### config.mk
export PLATFORM = sky130hd
export DESIGN_NAME = wb_gpio_ctrl
export DESIGN_NICKNAME = d
export VERILOG_FILES = /design/src/rtl/wb_gpio_ctrl.sv
export SDC_FILE = /design/constraint.sdc
export NUM_CORES = 1
export LEC_CHECK = 0
export CAP_MARGIN = 5
export CORE_MARGIN = 2
export CORE_UTILIZATION = 30
export DETAILED_ROUTE_END_ITERATION = 7
export PLACE_DENSITY = 0.61
export SYNTH_ARGS = -nofsm -noshare
export SYNTH_HDL_FRONTEND = slang
export SYNTH_SLANG_ARGS = --single-unit
export TNS_END_PERCENT = 100
### constraint.sdc
create_clock -name clock -period 2.3 [get_ports clock]
set_input_delay 0.23 -clock clock [delete_from_list [all_inputs] [get_ports clock]]
set_output_delay 0.23 -clock clock [all_outputs]
set_load 0.01 [all_outputs]
### src/rtl/wb_gpio_ctrl.sv
// wb_gpio_ctrl: parametrised Wishbone GPIO controller.
// GPIO_WIDTH pins with synchronised inputs, an OUT register with atomic SET/CLR
// aliases, a DIR register and optional per-pin edge interrupts.
//
// Optional feature macro: GPIO_IRQ_EN. When it is defined, MASK/POL/STAT, the edge
// detector and irq_o are built. When it is undefined, addresses 5..7 read 0, writes
// to them are acked and dropped, and irq_o is tied low.
//
// Ports:
//   clock       bus clock, rising edge
//   reset_n     asynchronous reset, active low
//   wb_adr_i    word address (bus adr[4:2])
//   wb_dat_i    write data
//   wb_sel_i    byte enables
//   wb_we_i     write strobe
//   wb_cyc_i    bus cycle
//   wb_stb_i    strobe
//   wb_dat_o    read data, valid while wb_ack_o is high
//   wb_ack_o    one-cycle acknowledge
//   gpio_i      pad inputs, asynchronous to clock
//   gpio_o      OUT register
//   gpio_dir_o  DIR register, 1 = output
//   irq_o       level interrupt
module wb_gpio_ctrl #(
  parameter int unsigned           GPIO_WIDTH  = 8,
  parameter int unsigned           SYNC_STAGES = 2,
  parameter logic [GPIO_WIDTH-1:0] OUT_RESET   = '0
) (
  input  logic                  clock,
  input  logic                  reset_n,
  input  logic [2:0]            wb_adr_i,
  input  logic [31:0]           wb_dat_i,
  input  logic [3:0]            wb_sel_i,
  input  logic                  wb_we_i,
  input  logic                  wb_cyc_i,
  input  logic                  wb_stb_i,
  output logic [31:0]           wb_dat_o,
  output logic                  wb_ack_o,
  input  logic [GPIO_WIDTH-1:0] gpio_i,
  output logic [GPIO_WIDTH-1:0] gpio_o,
  output logic [GPIO_WIDTH-1:0] gpio_dir_o,
  output logic                  irq_o
);

  localparam logic [2:0] AdrIn   = 3'd0;
  localparam logic [2:0] AdrOut  = 3'd1;
  localparam logic [2:0] AdrDir  = 3'd2;
  localparam logic [2:0] AdrSet  = 3'd3;
  localparam logic [2:0] AdrClr  = 3'd4;
  localparam logic [2:0] AdrMask = 3'd5;
  localparam logic [2:0] AdrPol  = 3'd6;
  localparam logic [2:0] AdrStat = 3'd7;

  logic                  ack_q;
  logic [31:0]           dat_q, rdata;
  logic [GPIO_WIDTH-1:0] out_q, out_d, dir_q, dir_d;
  logic [GPIO_WIDTH-1:0] sync_q [SYNC_STAGES];
  logic [GPIO_WIDTH-1:0] sync;
  logic [GPIO_WIDTH-1:0] mask_rd, pol_rd, stat_rd;
  logic [31:0]           be, wdat_full;
  logic [GPIO_WIDTH-1:0] wmask, wdat;
  logic                  access, wr_en;
  logic                  unused_wdat;

  // ack blocks a new access, so every transfer takes two cycles.
  assign access = wb_cyc_i & wb_stb_i & ~ack_q;
  assign wr_en  = access & wb_we_i;

  always_comb begin
    for (int i = 0; i < 4; i++) be[8*i +: 8] = {8{wb_sel_i[i]}};
  end

  assign wdat_full   = wb_dat_i & be;
  assign wmask       = be[GPIO_WIDTH-1:0];
  assign wdat        = wdat_full[GPIO_WIDTH-1:0];
  assign unused_wdat = ^wdat_full;

  // Input synchroniser; IN sees a pad change SYNC_STAGES edges later.
  always_ff @(posedge clock or negedge reset_n) begin
    if (!reset_n) begin
      for (int i = 0; i < SYNC_STAGES; i++) sync_q[i] <= '0;
    end else begin
      sync_q[0] <= gpio_i;
      for (int i = 1; i < SYNC_STAGES; i++) sync_q[i] <= sync_q[i-1];
    end
  end
  assign sync = sync_q[SYNC_STAGES-1];

  always_comb begin
    out_d = out_q;
    dir_d = dir_q;
    if (wr_en) begin
      case (wb_adr_i)
        AdrOut:  out_d = (out_q & ~wmask) | wdat;
        AdrDir:  dir_d = (dir_q & ~wmask) | wdat;
        AdrSet:  out_d = out_q | wdat;
        AdrClr:  out_d = out_q & ~wdat;
        default: ;
      endcase
    end
  end

  always_comb begin
    rdata = '0;
    case (wb_adr_i)
      AdrIn:   rdata[GPIO_WIDTH-1:0] = sync;
      AdrOut:  rdata[GPIO_WIDTH-1:0] = out_q;
      AdrDir:  rdata[GPIO_WIDTH-1:0] = dir_q;
      AdrMask: rdata[GPIO_WIDTH-1:0] = mask_rd;
      AdrPol:  rdata[GPIO_WIDTH-1:0] = pol_rd;
      AdrStat: rdata[GPIO_WIDTH-1:0] = stat_rd;
      default: rdata = '0;
    endcase
  end

  always_ff @(posedge clock or negedge reset_n) begin
    if (!reset_n) begin
      ack_q <= 1'b0;
      dat_q <= '0;
      out_q <= OUT_RESET;
      dir_q <= '0;
    end else begin
      ack_q <= access;
      dat_q <= access ? rdata : '0;
      out_q <= out_d;
      dir_q <= dir_d;
    end
  end

`ifdef GPIO_IRQ_EN
  logic [GPIO_WIDTH-1:0] mask_q, mask_d, pol_q, pol_d, stat_q, stat_d, prev_q, ev;
  logic                  irq_q;

  // Events depend only on sync/prev history, so a POL write cannot fake an edge.
  assign ev = (pol_q & sync & ~prev_q) | (~pol_q & ~sync & prev_q);

  always_comb begin
    mask_d = mask_q;
    pol_d  = pol_q;
    stat_d = stat_q;
    if (wr_en) begin
      case (wb_adr_i)
        AdrMask: mask_d = (mask_q & ~wmask) | wdat;
        AdrPol:  pol_d  = (pol_q & ~wmask) | wdat;
        AdrStat: stat_d = stat_q & ~wdat;
        default: ;
      endcase
    end
    // A new edge wins over a simultaneous W1C.
    stat_d = stat_d | ev;
  end

  always_ff @(posedge clock or negedge reset_n) begin
    if (!reset_n) begin
      mask_q <= '0;
      pol_q  <= '0;
      stat_q <= '0;
      prev_q <= '0;
      irq_q  <= 1'b0;
    end else begin
      mask_q <= mask_d;
      pol_q  <= pol_d;
      stat_q <= stat_d;
      prev_q <= sync;
      irq_q  <= |(stat_q & mask_q);
    end
  end

  assign mask_rd = mask_q;
  assign pol_rd  = pol_q;
  assign stat_rd = stat_q;
  assign irq_o   = irq_q;
`else
  assign mask_rd = '0;
  assign pol_rd  = '0;
  assign stat_rd = '0;
  assign irq_o   = 1'b0;
`endif

  assign wb_ack_o   = ack_q;
  assign wb_dat_o   = dat_q;
  assign gpio_o     = out_q;
  assign gpio_dir_o = dir_q;

endmodule

==> impl_metrics.json, run 1 <==
{
  "gp_congestion": 0.763,
  "antenna_found_initial": 0,
  "required_ns": 2.47,
  "p_int_w": 0.00120,
  "cts_buffers": 5,
  "setup_viol_count_final": 0,
  "mostFrequentLayoutCell": "clkdlybuf4s50_1",
  "area_growth_pct": 29.1,
  "postCtsHoldBufs": 0,
  "htreeDepth": 2,
  "synthAdderAreaFrac": 0,
  "p_comb_frac": 0.201,
  "clk_path_buf_depth": 2,
  "synth_top_area_share": 0.542,
  "fin_nets": 260,
  "syn_avg_cell_area_sq_um": 12.0,
  "power_switching_share": 0.247,
  "synth_top_area_cell": "dfrtp_1",
  "rsz0062_at_grt": "false",
  "dieArea_sq_mm": 0.00696,
  "p_clk_frac": 0.287,
  "post-route-period-util": 0.765,
  "grt_pass1_vias": 1224,
  "wirelength_um": 3920,
  "post-route-drc-count": 0,
  "cellLeakagePower_nw": 1.09,
  "slowest_stage": "clkdlybuf4s50_1",
  "vias_per_cell": 4.45,
  "status": "finished clean",
  "synth.distinct_cells": 26,
  "skew_ns": 0.00191,
  "grt_pass1_wl_um": 6300,
  "grt_overflow": 0,
  "worst_pin_slew_ns": 0.889,
  "path_cells": "clkdlybuf4s50_1, nand2b_1, or4_4, mux2_4",
  "cts_tree": "done",
  "io_pins": 102,
  "row_count": 28,
  "clk_pin_slew_ns": 0.07,
  "final_cell_mix": "clkdlybuf4s50_1 (48), dfrtp_1 (41), conb_1 (25)",
  "cp.arrival_ns": 1.93,
  "p_per_area_mw_per_mm2": 654,
  "tns_ns": 0,
  "io_buffers": 49,
  "hpwl_um": 2850,
  "relSlewSlack": 0.407,
  "instances_no_fill": 283,
  "synthArstFlopShare": 1.00,
  "cts.sinks": 41,
  "grt.total_usage": 0.115,
  "cts_resized": 0,
  "cts-root-buf": "clkbuf_8",
  "p_sw_w": 0.000394,
  "slowest_delay_ns": 0.65,
  "synth_top_family_by_area": "buffers and inverters",
  "maxCapViolations": 0,
  "synthMuxAreaShare": 0.106,
  "ant_nets": 0,
  "synth-simple-area-share": 0.120,
  "fill_cells": 580,
  "synth_xor_area_frac": 0,
  "netlist_instances": 157,
  "multi_input_area_sq_um": 721,
  "ys_ff_latch": 41,
  "syn_area_sq_mm": 0.00189,
  "final_hold_viol_count": 0,
  "drtPass1Iterations": 4,
  "synthFlopType": "dfrtp_1",
  "num_antenna_cells": 0,
  "cp-start-kind": "input pin",
  "area.sequential_sq_mm": 0.00103,
  "dr.first_iter.drc_count": 62,
  "path_max_fanout": 8,
  "clock_latency_ns": 0.28,
  "dieWidth_um": 83.4,
  "vias": 1259,
  "wire_per_inst_um": 13.8,
  "pwr-share-seq": 0.512,
  "timing.final.max_slew_violations": 0,
  "fmax_mhz": 568,
  "peakVddDrop_uv": 236,
  "hp-class": "in -> async",
  "coreArea_sq_mm": 0.00599,
  "grt_max_degree": 42,
  "synth_compound_area_frac": 0.106,
  "drive_gt1_frac": 0.125,
  "synth_edf_count": 0,
  "yosys_warnings": 0,
  "critical_path_class": "in -> reg",
  "fin_crit_ns": 1.76,
  "synth_area_leaders": "dfrtp_1 (54%), buf_4 (9.9%), mux2_4 (6.3%)",
  "start_util": 0.316,
  "path_buf_inv": 1,
  "seq_area_frac_synth": 0.542,
  "die_h_um": 83.4,
  "cts_post_setup_buffers_inserted": 0,
  "worstSetupEndpointType": "register",
  "cpLargestDelayFamily": "simple AND/OR/NAND/NOR gates",
  "dp_cells": 276
}
==> stage by stage <==
stage                util  cell area (sq um)  setup slack [ns]  hold slack [ns]  power (W)
CTS                 0.408               2440             0.540           0.0951    0.00162
global placement    0.393               2360             0.247            0.334    0.00115
global route        0.408               2440             0.489            0.154    0.00168
floorplan               -               1980             0.629          -0.0656    0.00101
detailed placement  0.393               2360             0.228            0.335    0.00116
finish              0.408               2440             0.541           0.0666    0.00160
==> cell families after synthesis <==
logic type             after synthesis
AND/OR/NAND/NOR                     39
multiplexers                        16
flip-flops                          41
buffers and inverters               33
AO/OA/AOI/OAI                       27
other                                1
==> cell usage after synthesis (2+ instances only) <==
library cell  instances
a21oi_1               9
a22o_1                2
a2bb2oi_1             2
a32o_1                6
buf_2                 2
buf_4                25
buf_6                 2
clkbuf_1              3
dfrtp_1              41
mux2_4                8
mux2i_1               8
nand2_1              11
nand2b_1              4
nor2_1                2
nor2b_1               7
o21bai_1              6
o31ai_1               2
or2_2                 6
or4_1                 4
==> area by class of cell <==
| type | instances | share of cell area |
|---|---|---|
| well taps | 75 | 0.0384 |
| multi-input cells | 107 | 0.295 |
| flip-flops and latches | 41 | 0.420 |
| repair buffers | 53 | 0.211 |
| clock buffers | 7 | 0.0353 |
==> worst paths after layout <==
check / start / end / slack [ns] / depth (start not counted)
max in group asynchronous: reset_n / gpio_o[2]$_DFFE_PN0P_ / 1.68 / 1
worst min register to register: sync_q[11]$_DFF_PN0_ / sync[3]$_DFF_PN0_ / 0.35 / 0
worst min-delay path: reset_n / asynchronous set/reset pin / 0.07 / 1
worst max register to register: wb_ack_o$_DFF_PN0_ / register / 0.59 / 3
worst max-delay path: wb_adr_i[1] / register / 0.54 / 4
min in group clock: sync_q[11]$_DFF_PN0_ / sync[3]$_DFF_PN0_ / 0.35 / 0
==> layer usage <==
metal | vias up | GRT usage | part of all wire
li1 | 593 | - | -
met1 | 613 | 0.145 | 0.43
met2 | 48 | 0.186 | 0.50
met3 | 5 | 0.0358 | 0.066
met4 | 0 | 0.0396 | 0.010
met5 | - | 0 | 0
==> power groups by stage <==
| stage | Clock (W) | Sequential (W) | Combinational (W) |
|---|---|---|---|
| 3_5_place_dp | 0 | 0.000831 | 0.000324 |
| 4_1_cts | 0.000475 | 0.000817 | 0.000326 |
| 6_report | 0.000459 | 0.000818 | 0.000321 |
| 3_3_place_gp | 0 | 0.000831 | 0.000319 |
| 5_1_grt | 0.000502 | 0.000826 | 0.000351 |
| 2_1_floorplan | 0 | 0.000843 | 0.000169 |
Power figures use the tool's default switching activity.
==> run 2, diff against run 1 <==
Clock period 2.3 ns to 1.62 ns, I/O delays scaled along.
==> run 2 against run 1 <==
Compared with the run above:
- non-clock buffer count rose by 12
- highest routed layer unchanged
- critical path type is now reg -> reg
- setup slack got worse by 0.52 ns
- first-iteration DRC count grew 44%
- cell area is 6.0% higher
- sequential power increased by 42%
==> impl_metrics.json, run 2 (same netlist as run 1, synthesis figures left out) <==
{
  "cp.arrival_ns": 1.78,
  "fin_crit_ns": 1.60,
  "cts-root-buf": "clkbuf_8",
  "drtPass1Iterations": 5,
  "min_to": "sync_q[11]$_DFF_PN0_",
  "p_comb_frac": 0.196,
  "row_count": 28,
  "rr_worst_depth": 3,
  "io_buffers": 49,
  "cellLeakagePower_nw": 1.17,
  "peakVddDrop_uv": 472,
  "power_w": 0.00249,
  "skew_ns": 0.00483,
  "holdCritStartpoint": "gpio_i[3]",
  "cts_tree": "done",
  "p_clk_frac": 0.338,
  "cts.sinks": 41,
  "final_cell_mix": "clkdlybuf4s50_1 (48), dfrtp_1 (41), conb_1 (25)",
  "p_per_area_mw_per_mm2": 963,
  "vias": 1314,
  "dr.first_iter.drc_count": 89,
  "cp-start-kind": "register",
  "hp-class": "in -> reg",
  "slowest_delay_ns": 0.61,
  "maxCapViolations": 0,
  "critical_path_class": "reg -> reg",
  "grt_overflow": 0,
  "htreeDepth": 2,
  "start_util": 0.316,
  "grt_max_degree": 23,
  "rsz0062_at_grt": "true",
  "clock_latency_ns": 0.29,
  "p_int_w": 0.00190,
  "dieWidth_um": 83.4,
  "io_pins": 102,
  "drive_gt1_frac": 0.181,
  "cts_buffers": 5,
  "fin_nets": 272,
  "fill_cells": 574,
  "path_cells": "nand2b_4, or4_4, mux2_4",
  "regToRegSetupSlack_ns": 0.02,
  "wire_per_inst_um": 14.1,
  "final_hold_viol_count": 0,
  "coreArea_sq_mm": 0.00599,
  "path_max_fanout": 8,
  "post-route-period-util": 0.990,
  "clk_path_buf_depth": 2,
  "holdWs_ns": 0.303,
  "antenna_found_initial": 0,
  "num_antenna_cells": 0,
  "status": "finished clean",
  "slowest_stage": "or4_4",
  "die_h_um": 83.4,
  "grt_pass1_wl_um": 6700,
  "hpwl_um": 3020,
  "grt_pass1_vias": 1254,
  "required_ns": 1.79,
  "grt.total_usage": 0.123,
  "p_sw_w": 0.000597,
  "dieArea_sq_mm": 0.00696,
  "power_switching_share": 0.240,
  "vias_per_cell": 4.44,
  "pwr-share-seq": 0.466,
  "timing.final.max_slew_violations": 0,
  "tns_ns": 0,
  "wirelength_um": 4180,
  "mostFrequentLayoutCell": "clkdlybuf4s50_1",
  "worstSetupEndpointType": "register",
  "gp_congestion": 0.783,
  "clk_pin_slew_ns": 0.08,
  "worstReg2RegStart": "wb_ack_o$_DFF_PN0_",
  "ant_nets": 0,
  "min_path_cells": 1,
  "area_growth_pct": 36.8,
  "setup_viol_count_final": 0,
  "post-route-drc-count": 0,
  "fmax_mhz": 624
}
## run 2: cell types whose count changed in the layout (fill, tap and decap cells not counted), sizes merged
cell / change
bufinv: +1
dlygate4sd3: +1
buf: +11
## run 2: power by group through the flow
| stage | combinational [W] | sequential [W] | clock [W] |
|---|---|---|---|
| 2_1_floorplan | 0.000242 | 0.00120 | 0 |
| 3_3_place_gp | 0.000480 | 0.00118 | 0 |
| 3_5_place_dp | 0.000485 | 0.00118 | 0 |
| 4_1_cts | 0.000492 | 0.00116 | 0.000869 |
| 5_1_grt | 0.000532 | 0.00117 | 0.000918 |
| 6_report | 0.000490 | 0.00116 | 0.000842 |
## run 2: per-stage QoR
stage                     setup slack (ns)  instances  instance area (sq um)  utilization
final                               0.0164        296                   2590        0.432
after global routing               -0.0215        296                   2590        0.432
after CTS                           0.0110        295                   2580        0.431
after detailed placement            -0.262        286                   2450        0.409
after global placement              -0.248        286                   2450        0.409
after floorplan                     0.0128        181                   1990            -
## run 2: worst max path at each step
stage / endpoint / from / slack [ns] / cells after the start
floorplan: register / wb_ack_o$_DFF_PN0_ / 0.01 / 4
global placement: register / wb_adr_i[1] / -0.25 / 4
detailed placement: register / wb_adr_i[1] / -0.26 / 4
CTS: register / wb_ack_o$_DFF_PN0_ / 0.01 / 3
global route: register / wb_ack_o$_DFF_PN0_ / -0.02 / 3
finish: register / wb_ack_o$_DFF_PN0_ / 0.02 / 3
## run 2: final cells by class
type                            count  area (sq um)  area share
Clock inverter                      1          30.0      0.0116
Sequential cell                    41          1030       0.396
Multi-Input combinational cell    107           732       0.283
Clock buffer                        7          86.3      0.0333
Timing Repair Buffer               65           621       0.240
Tap cell                           75          93.8      0.0362
## run 2: layer usage
| metal | part of all wire | vias up | global-route usage |
|---|---|---|---|
| met5 | 0 | - | 0 |
| met4 | 0.018 | 0 | 0.0484 |
| met3 | 0.061 | 7 | 0.0398 |
| met2 | 0.49 | 46 | 0.191 |
| met1 | 0.43 | 638 | 0.160 |
| li1 | - | 623 | - |
## run 2: timing repair
item                                    in CTS  in global routing
endpoints found under the setup margin       1                 11
hold buffers                                 1                  0
gates resized for setup                      1                  0
pin swaps                                    0                  0
endpoints found under the hold margin       19                  0
buffers inserted                             0                  1
## run 2: worst max-delay path, delay by kind of cell (launching register included)
| family | cells | cell delay [ns] |
|---|---|---|
| flops | 1 | 0.39 |
| simple gates | 2 | 0.77 |
| mux | 1 | 0.34 |
==> run 3, diff against run 2 <==
Settings changed: CTS_CLUSTER_SIZE from default to 28.
==> results of run 3 <==
No change in the layout: final DEF, timing and power equal those of run 2.
